`config.mk`:
```
export PLATFORM = sky130hd
export DESIGN_NAME = vend_controller
export DESIGN_NICKNAME = d
export VERILOG_FILES = /design/src/rtl/vend_controller.sv
export SDC_FILE = /design/constraint.sdc
export NUM_CORES = 1
export LEC_CHECK = 0
export BUFFER_PORTS_ARGS = -buffer_cell sky130_fd_sc_hd__buf_2
export CAP_MARGIN = 20
export CORE_ASPECT_RATIO = 0.5
export CORE_MARGIN = 2
export CORE_UTILIZATION = 45
export CTS_BUF_LIST = sky130_fd_sc_hd__clkbuf_2 sky130_fd_sc_hd__clkbuf_4 sky130_fd_sc_hd__clkbuf_8
export DETAILED_ROUTE_END_ITERATION = 7
export GPL_ROUTABILITY_DRIVEN = 0
export PLACE_DENSITY = 0.62
export SYNTH_ARGS = -nofsm -noshare
export SYNTH_HDL_FRONTEND = slang
export SYNTH_SLANG_ARGS = --single-unit
```
`constraint.sdc`:
```
create_clock -name clock -period 4.3 [get_ports clock]
set_input_delay 0.215 -clock clock [delete_from_list [all_inputs] [get_ports clock]]
set_output_delay 0.215 -clock clock [all_outputs]
set_load 0.05 [all_outputs]
```
`src/rtl/vend_controller.sv`:
```
// Vending credit/sequencing controller: accumulates nickel credit, arbitrates item
// selection, runs a timed req/done dispense handshake and pays change one nickel per cycle.
module vend_controller #(
  parameter int PRICE0     = 3,
  parameter int PRICE1     = 4,
  parameter int PRICE2     = 5,
  parameter int PRICE3     = 7,
  parameter int MAX_CREDIT = 20,
  parameter int TIMEOUT    = 16
) (
  input  logic       clock,
  input  logic       reset,
  input  logic [1:0] coin,
  input  logic       sel_valid,
  input  logic [1:0] sel_item,
  input  logic       cancel,
  input  logic       disp_done,
  output logic       disp_req,
  output logic [1:0] disp_item,
  output logic       change_nickel,
  output logic       coin_reject,
  output logic       price_short,
  output logic       disp_fault,
  output logic [5:0] credit,
  output logic       busy
);

  // Dispenser handshake: disp_req is a level held with disp_item stable until disp_done
  // is sampled high; the request drops the following cycle or on timeout.

  typedef enum logic [1:0] {IDLE, CREDIT, DISPENSE, CHANGE} state_t;

  localparam int TW = $clog2(TIMEOUT + 1);

  state_t        state, state_nx;
  logic [TW-1:0] tmo_cnt, tmo_nx;
  logic [5:0]    credit_nx;
  logic [1:0]    disp_item_nx;
  logic          disp_req_nx, change_nx, reject_nx, short_nx, fault_nx, busy_nx;

  function automatic logic [5:0] price_of(input logic [1:0] item);
    case (item)
      2'd0:    return 6'(PRICE0);
      2'd1:    return 6'(PRICE1);
      2'd2:    return 6'(PRICE2);
      default: return 6'(PRICE3);
    endcase
  endfunction

  logic       coin_valid, coin_fits, sel_ok, timed_out, accepting;
  logic [1:0] coin_amt;
  logic [6:0] coin_sum;
  logic [5:0] sel_price;

  assign coin_valid = ^coin;
  assign coin_amt   = (coin == 2'b01) ? 2'd1 : (coin == 2'b10) ? 2'd2 : 2'd0;
  assign coin_sum   = {1'b0, credit} + {5'd0, coin_amt};
  assign coin_fits  = coin_sum <= 7'(MAX_CREDIT);
  assign sel_price  = price_of(sel_item);
  assign sel_ok     = credit >= sel_price;
  assign timed_out  = tmo_cnt == TW'(TIMEOUT - 1);
  assign accepting  = (state == IDLE) || (state == CREDIT);

  always_ff @(posedge clock) begin
    if (reset) begin
      state         <= IDLE;
      tmo_cnt       <= '0;
      credit        <= '0;
      disp_req      <= 1'b0;
      disp_item     <= '0;
      change_nickel <= 1'b0;
      coin_reject   <= 1'b0;
      price_short   <= 1'b0;
      disp_fault    <= 1'b0;
      busy          <= 1'b0;
    end else begin
      state         <= state_nx;
      tmo_cnt       <= tmo_nx;
      credit        <= credit_nx;
      disp_req      <= disp_req_nx;
      disp_item     <= disp_item_nx;
      change_nickel <= change_nx;
      coin_reject   <= reject_nx;
      price_short   <= short_nx;
      disp_fault    <= fault_nx;
      busy          <= busy_nx;
    end
  end

  // Priority in IDLE/CREDIT: cancel, then selection, then coin.
  always_comb begin
    state_nx = state;
    case (state)
      IDLE, CREDIT: begin
        if (cancel) begin
          if (state == CREDIT) state_nx = CHANGE;
        end else if (sel_valid) begin
          if (sel_ok) state_nx = DISPENSE;
        end else if (coin_valid && coin_fits) begin
          state_nx = CREDIT;
        end
      end
      DISPENSE: begin
        if (disp_done)      state_nx = (credit != 6'd0) ? CHANGE : IDLE;
        else if (timed_out) state_nx = CHANGE;
      end
      CHANGE: begin
        if (credit <= 6'd1) state_nx = IDLE;
      end
      default: state_nx = IDLE;
    endcase
  end

  always_comb begin
    credit_nx    = credit;
    disp_req_nx  = disp_req;
    disp_item_nx = disp_item;
    tmo_nx       = tmo_cnt;
    change_nx    = 1'b0;
    short_nx     = 1'b0;
    fault_nx     = 1'b0;
    reject_nx    = coin_valid && !accepting;
    if (accepting) begin
      if (cancel) begin
        reject_nx = coin_valid;
      end else if (sel_valid) begin
        reject_nx = coin_valid;
        if (sel_ok) begin
          credit_nx    = credit - sel_price;
          disp_req_nx  = 1'b1;
          disp_item_nx = sel_item;
          tmo_nx       = '0;
        end else begin
          short_nx = 1'b1;
        end
      end else if (coin_valid) begin
        if (coin_fits) credit_nx = coin_sum[5:0];
        else           reject_nx = 1'b1;
      end
    end else if (state == DISPENSE) begin
      // A done coinciding with the timeout wins: the item was delivered.
      if (disp_done) begin
        disp_req_nx = 1'b0;
      end else if (timed_out) begin
        disp_req_nx = 1'b0;
        fault_nx    = 1'b1;
        credit_nx   = credit + price_of(disp_item);
      end else begin
        tmo_nx = tmo_cnt + 1'b1;
      end
    end else if (credit != 6'd0) begin
      change_nx = 1'b1;
      credit_nx = credit - 6'd1;
    end
    busy_nx = (state_nx == DISPENSE) || (state_nx == CHANGE);
  end

endmodule
```
==> flow_summary.ini, run 1 <==
[run_status]
status = completed

[die]
fp.dieH_um = 47.3
dieWidth_um = 90.5
design.portCount = 23
fp.dieArea_mm2 = 0.00428
core_area_mm2 = 0.00351
rows = 15
initial_core_util = 0.480

[global_route]
grtUsageTotal = 0.190
maximum_number_of_pins_on_one_net_before_global_route_repair = 24
grt_first_pass_wirelength_um = 6200
vias_in_the_first_global_route = 1266
antenna_violations_before_repair = 0
globalRoute.totalOverflow = 0

[logic_synthesis]
synth_cell_type_count = 53
netlist.top_cell.by_area = sky130_fd_sc_hd__dfxtp_1
mappedNetlistNets = 229
synth_top_family_by_area = compound AO/OA/AOI/OAI gates
synth_top_cell_area_share = 0.238
synthTopCellsByArea = sky130_fd_sc_hd__dfxtp_1 (24%), sky130_fd_sc_hd__ha_1 (13%), sky130_fd_sc_hd__a21oi_1 (5.3%)
ys_seq_elements = 20
synthesis.area_per_instance_um2 = 8.46
yosys_warnings = 0
synth.cell_area_mm2 = 0.00168
synth.area.mux_share = 0.0334
synthArstFlopShare = 0
synthesis.instances = 199
synthXorXnorAreaFrac = 0.0364
synthFlopType = sky130_fd_sc_hd__dfxtp_1
yosys-top-cells-count = sky130_fd_sc_hd__dfxtp_1 (20), sky130_fd_sc_hd__nor2_1 (19), sky130_fd_sc_hd__a21oi_1 (18), sky130_fd_sc_hd__ha_1 (18), sky130_fd_sc_hd__inv_1 (15)
yosysMostFrequentCell = sky130_fd_sc_hd__dfxtp_1
synth_edf_count = 0
synth-compound-area-share = 0.244
synth_fa_ha_area_frac = 0.169
synth-simple-area-share = 0.205
yosysSeqAreaShare = 0.238

[routing]
routed_wirelength_um = 3800
wirelength_met1_um = 1980
num_vias = 1487
first_pass_iters = 4
avgViaCountPerCell = 5.61
drcViolationCount = 0
wl_per_cell_um = 14.3
routed.top_layer = met4
detailroute.wirelength.met2_um = 1550
dr_wl_met3_um = 240
initialDrtViolationCount = 146
post_drt_antenna_nets = 0

[worst_setup_path]
cp-end-kind = register
worstSetupStartpointType = register
arrival_time_at_the_worst_endpoint_ns = 2.89
timing_worst_setup_path_type = reg2reg
worst-endpoint-required_ns = 4.45
worstPathMaxFanout = 9

[clocking]
clock-root-buffer = sky130_fd_sc_hd__clkbuf_8
cts_repair_resize_count = 0
worst_skew_pair_later_pin_latency_ns = 0.26
cts_hold_repair.buffers = 0
cts.repair_timing.setup_buffer_count = 0
htree_levels = 1
cts_inserted_buffers = 3
sink_count_of_the_clock_tree = 20
clockBufferDepth = 2
cts_tree = built
clkTransAtPathRegs_ns = 0.07

[sta]
timing.final.crit_period_ns = 2.74
fin_worst_skew_ns = 0.00477
unrepaired_setup_endpoints_after_global_routing = false
finalSetupViolations = 0
fin_worst_hold_slack_ns = 0.211
max-slew-margin-rel = 0.524
max_clock_freq_mhz = 365
drv_slew = 0
final_min_period_over_clock_period = 0.637
report.final.hold_viol_count = 0
worst_slew_pin_slew_ns = 0.696
finalSetupTns_ns = 0

[final_layout]
fillCellCount = 350
drive_gt1_frac = 0.178
multi_input_comb_area_mm2 = 0.00116
final_cell_count_no_fill = 265
layout.nets = 246
flow.area_growth_from_synthesis_pct = 8.99
layout.area.seq_um2 = 400
num_antenna_cells = 0

[placement]
number_of_placed_instances_with_taps_included = 262
port_buffers = 22
dp.final_hpwl_um = 2950

[power_and_ir_drop]
pd_cells_mw_per_mm2 = 497
ir_drop_v = 0.000216
power.leakage_uw = 0.000791

[flow_run]
number_of_max_cap_violations = 0

[min_path]
timing.hold.worst.class = in2reg
registers in the layout, indices dropped and copies added, names as in the netlist:
name           flops
state              2
credit             6
change_nickel      1
disp_item          2
price_short        1
disp_req           1
coin_reject        1
disp_fault         1
tmo_cnt            5
logic make-up (layout without fill, tap and decap cells):
logic type / count (synthesis) / count (layout)
XOR/XNOR: 7 / 7
adder cells (fa/ha/maj): 21 / 21
AO/OA/AOI/OAI: 56 / 56
buffers and inverters: 26 / 41
AND/OR/NAND/NOR: 64 / 64
flip-flops: 20 / 20
multiplexers: 5 / 5
placed cells by master, fill, tap and decap left out, types with 6 or more instances in the layout:
cell and count:
sky130_fd_sc_hd__nand2_1 9, sky130_fd_sc_hd__ha_1 18, sky130_fd_sc_hd__nor2b_1 6, sky130_fd_sc_hd__dfxtp_1 20
sky130_fd_sc_hd__buf_2 22, sky130_fd_sc_hd__nor3_1 8, sky130_fd_sc_hd__a211oi_1 6, sky130_fd_sc_hd__inv_1 15
sky130_fd_sc_hd__a21oi_1 18, sky130_fd_sc_hd__nor2_1 19
critical path, cell delays in order (launching register included):
cell	delay [ns]
sky130_fd_sc_hd__dfxtp_1	0.39
sky130_fd_sc_hd__inv_1	0.13
sky130_fd_sc_hd__ha_1	0.17
sky130_fd_sc_hd__inv_1	0.06
sky130_fd_sc_hd__fa_1	0.42
sky130_fd_sc_hd__a211oi_2	0.36
sky130_fd_sc_hd__a41oi_1	0.19
sky130_fd_sc_hd__o31ai_2	0.35
sky130_fd_sc_hd__a31oi_4	0.11
sky130_fd_sc_hd__o21ai_1	0.13
sky130_fd_sc_hd__mux2_1	0.33
stage by stage:
step	area [um^2]	total power (uW)	setup WS, ns	util
2_1_floorplan	1680	695	1.53	-
3_3_place_gp	1790	779	1.55	0.511
3_5_place_dp	1790	790	1.52	0.511
4_1_cts	1840	919	1.57	0.523
5_1_grt	1840	980	1.32	0.523
6_report	1840	913	1.56	0.523
worst paths after layout:
| kind | from | end | slack, ns | cells after the start |
|---|---|---|---|---|
| worst max-delay path | credit[0] | credit[5] | 1.56 | 10 |
| worst min-delay path | sel_item[1] | disp_item[1] | 0.21 | 3 |
| worst max register to register | credit[0] | credit[5] | 1.56 | 10 |
| worst min register to register | tmo_cnt[4] | tmo_cnt[4] | 0.45 | 2 |
final cells by class:
| class | instances | share of cell area |
|---|---|---|
| Clock buffer | 3 | 0.0225 |
| Inverter | 16 | 0.0327 |
| Multi-Input combinational cell | 153 | 0.632 |
| Sequential cell | 20 | 0.218 |
| Tap cell | 51 | 0.0348 |
| Timing Repair Buffer | 22 | 0.0600 |
power breakdown:
part,switching (uW),internal (uW)
clock network,58.7,62.4
logic,310,186
registers,81.5,214
per-layer routing:
metal | track usage | vias to the layer above
li1 | - | 750
met1 | 0.271 | 694
met2 | 0.304 | 39
met3 | 0.0401 | 4
met4 | 0.0369 | 0
met5 | 0 | -
No activity file was read; power rests on OpenSTA's default activity.
==> run 2: changes to the inputs <==
--- a/config.mk
+++ b/config.mk
@@ -13,7 +13,7 @@
 export CTS_BUF_LIST = sky130_fd_sc_hd__clkbuf_2 sky130_fd_sc_hd__clkbuf_4 sky130_fd_sc_hd__clkbuf_8
 export DETAILED_ROUTE_END_ITERATION = 7
 export GPL_ROUTABILITY_DRIVEN = 0
-export PLACE_DENSITY = 0.62
+export PLACE_DENSITY = 0.64
 export SYNTH_ARGS = -nofsm -noshare
 export SYNTH_HDL_FRONTEND = slang
 export SYNTH_SLANG_ARGS = --single-unit
==> constraint.sdc (replaced) <==
create_clock -name clock -period 2.3 [get_ports clock]
set_input_delay 0.115 -clock clock [delete_from_list [all_inputs] [get_ports clock]]
set_output_delay 0.115 -clock clock [all_outputs]
set_load 0.05 [all_outputs]
==> run 2 against run 1 <==
Net effect:
- count of clock-buffer cells in the layout did not move
- largest power group unchanged
- non-clock buffer count increased by 10
- via count is 2.8% higher
- maximum frequency up 21%
==> flow_summary.ini, run 2 (synthesized netlist as in run 1, its figures left out) <==
[run_status]
status = completed

[clocking]
worst_skew_pair_later_pin_latency_ns = 0.27
clockBufferDepth = 2
sink_count_of_the_clock_tree = 20
htree_levels = 1
cts_inserted_buffers = 3
clkTransAtPathRegs_ns = 0.08
clock-root-buffer = sky130_fd_sc_hd__clkbuf_8
cts_tree = built

[sta]
timing.final.crit_period_ns = 2.27
max-slew-margin-rel = 0.611
drv_slew = 0
finalSetupTns_ns = 0
report.final.hold_viol_count = 0
max_clock_freq_mhz = 441
unrepaired_setup_endpoints_after_global_routing = true
fin_worst_skew_ns = 0.00459
final_min_period_over_clock_period = 0.985
fin_worst_hold_slack_ns = 0.0891
worst_slew_pin_slew_ns = 0.582
finalSetupViolations = 0

[worst_setup_path]
worstSetupStartpointType = register
timing_worst_setup_path_type = reg2reg
worst-path-buf-inv = 2
regToRegStartpoint = credit[0]
timing.reg2reg.worst_path_depth = 10
critical_path.slowest_cell = sky130_fd_sc_hd__dfxtp_4
crit_path_cell_trace = inv_4 > ha_4 > inv_2 > fa_2 > a211oi_4 > a41oi_2 > o31ai_4 > a31oi_4 > o211ai_2 > mux2_4
cpPeakStageDelay_ns = 0.38
reg2reg_to = credit[3]
arrival_time_at_the_worst_endpoint_ns = 2.43
timing.critical_path.max_delay_family = compound AO/OA/AOI/OAI gates
worstPathMaxFanout = 6
worst_setup_slack_for_register_to_register_paths_ns = 0.03
cp-end-kind = register
worst-endpoint-required_ns = 2.46

[routing]
first_pass_iters = 4
drcViolationCount = 0
post_drt_antenna_nets = 0
num_vias = 1529
wl_per_cell_um = 14.4
avgViaCountPerCell = 5.54
initialDrtViolationCount = 82
routed_wirelength_um = 3990

[placement]
placed_cell_area_mm2 = 0.00190
port_buffers = 22
dp.final_hpwl_um = 3080

[final_layout]
layout.nets = 256
final_core_util = 0.577
layout.area.seq_um2 = 412
layout_commonest_cell = sky130_fd_sc_hd__buf_2
flow.area_growth_from_synthesis_pct = 20.2
biggestRegsByFlops = credit x6, tmo_cnt x5
final_cell_mix = sky130_fd_sc_hd__buf_2 (22), sky130_fd_sc_hd__nor2_1 (19), sky130_fd_sc_hd__a21oi_1 (18), sky130_fd_sc_hd__ha_1 (16), sky130_fd_sc_hd__dfxtp_1 (15)
fillCellCount = 316
largest-register = credit
multi_input_comb_area_mm2 = 0.00123
final_area_mm2 = 0.00202
num_antenna_cells = 0
largest_register_ffs = 6
drive_gt1_frac = 0.289

[power_and_ir_drop]
power.share.sequential = 0.258
combPwrFrac = 0.557
clockPowerShare = 0.185
total_switching_power_uw = 908
ir_drop_v = 0.000391
pd_cells_mw_per_mm2 = 980
p_int_uw = 1070
power.leakage_uw = 0.000864
p_sw_frac = 0.458

[die]
dieWidth_um = 90.5
rows = 15
initial_core_util = 0.480
core_area_mm2 = 0.00351
fp.dieArea_mm2 = 0.00428
fp.dieH_um = 47.3
design.portCount = 23

[min_path]
timing.hold.worst.class = in2reg
hold_path.startpoint = sel_item[1]
holdPathStages = 3
hold_path_end = disp_item[1]

[flow_run]
number_of_max_cap_violations = 0

[global_route]
vias_in_the_first_global_route = 1324
grt_first_pass_wirelength_um = 6420
globalRoute.totalOverflow = 0
antenna_violations_before_repair = 0
maximum_number_of_pins_on_one_net_before_global_route_repair = 24
grtUsageTotal = 0.199
[run 2: timing repair]
item	CTS	global route
setup endpoints to repair	1	7
hold buffers	0	0
cloned	0	0
resized for setup	0	7
setup buffers	0	2
[run 2: worst register-to-register path: stages, from the launching register on]
cell and delay (ns):
sky130_fd_sc_hd__dfxtp_4 0.38, sky130_fd_sc_hd__inv_4 0.06, sky130_fd_sc_hd__ha_4 0.12, sky130_fd_sc_hd__inv_2 0.04, sky130_fd_sc_hd__fa_2 0.38, sky130_fd_sc_hd__a211oi_4 0.27
sky130_fd_sc_hd__a41oi_2 0.17, sky130_fd_sc_hd__o31ai_4 0.25, sky130_fd_sc_hd__a31oi_4 0.07, sky130_fd_sc_hd__o211ai_2 0.11, sky130_fd_sc_hd__mux2_4 0.31
[run 2: worst max path at each step]
stage                            from        end  slack (ns)  depth (start not counted)
after floorplan             credit[0]  credit[5]       -0.05                         10
after global placement    sel_item[0]  credit[5]      -0.005                         12
after detailed placement  sel_item[1]  credit[5]       -0.11                         13
after CTS                   credit[0]  credit[5]       -0.02                         10
after global routing        credit[0]  credit[3]       -0.04                         10
final                       credit[0]  credit[3]        0.03                         10
[run 2: per-layer routing]
layer	up-vias	part of all wire	routed length (um)	track usage
met2	30	0.45	1780	0.340
met3	5	0.035	138	0.0401
met5	-	0	0	0
met1	730	0.51	2030	0.266
met4	0	0.0090	36	0.0554
li1	764	-	-	-
[run 2: power by group through the flow]
stage	logic (uW)	clock network, uW	registers (uW)
floorplan	708	0	629
global placement	1030	0	518
detailed placement	1050	0	520
CTS	1060	373	512
global route	1200	383	524
finish	1100	367	511
[run 2: final cells by class]
| type | count | share of cell area |
|---|---|---|
| multi-input combinational | 153 | 0.606 |
| sequential | 20 | 0.203 |
| timing repair buffer | 32 | 0.0933 |
| tap | 51 | 0.0315 |
| inverter | 16 | 0.0309 |
| clock buffer | 3 | 0.0204 |
| clock inverter | 1 | 0.0148 |
[run 2: per-stage QoR]
stage,std cells,total power [uW],worst slack [ns]
6_report,276,1980,0.0341
5_1_grt,276,2110,-0.0377
4_1_cts,274,1940,-0.0183
3_5_place_dp,270,1570,-0.109
3_3_place_gp,270,1550,-0.00517
2_1_floorplan,199,1340,-0.0456
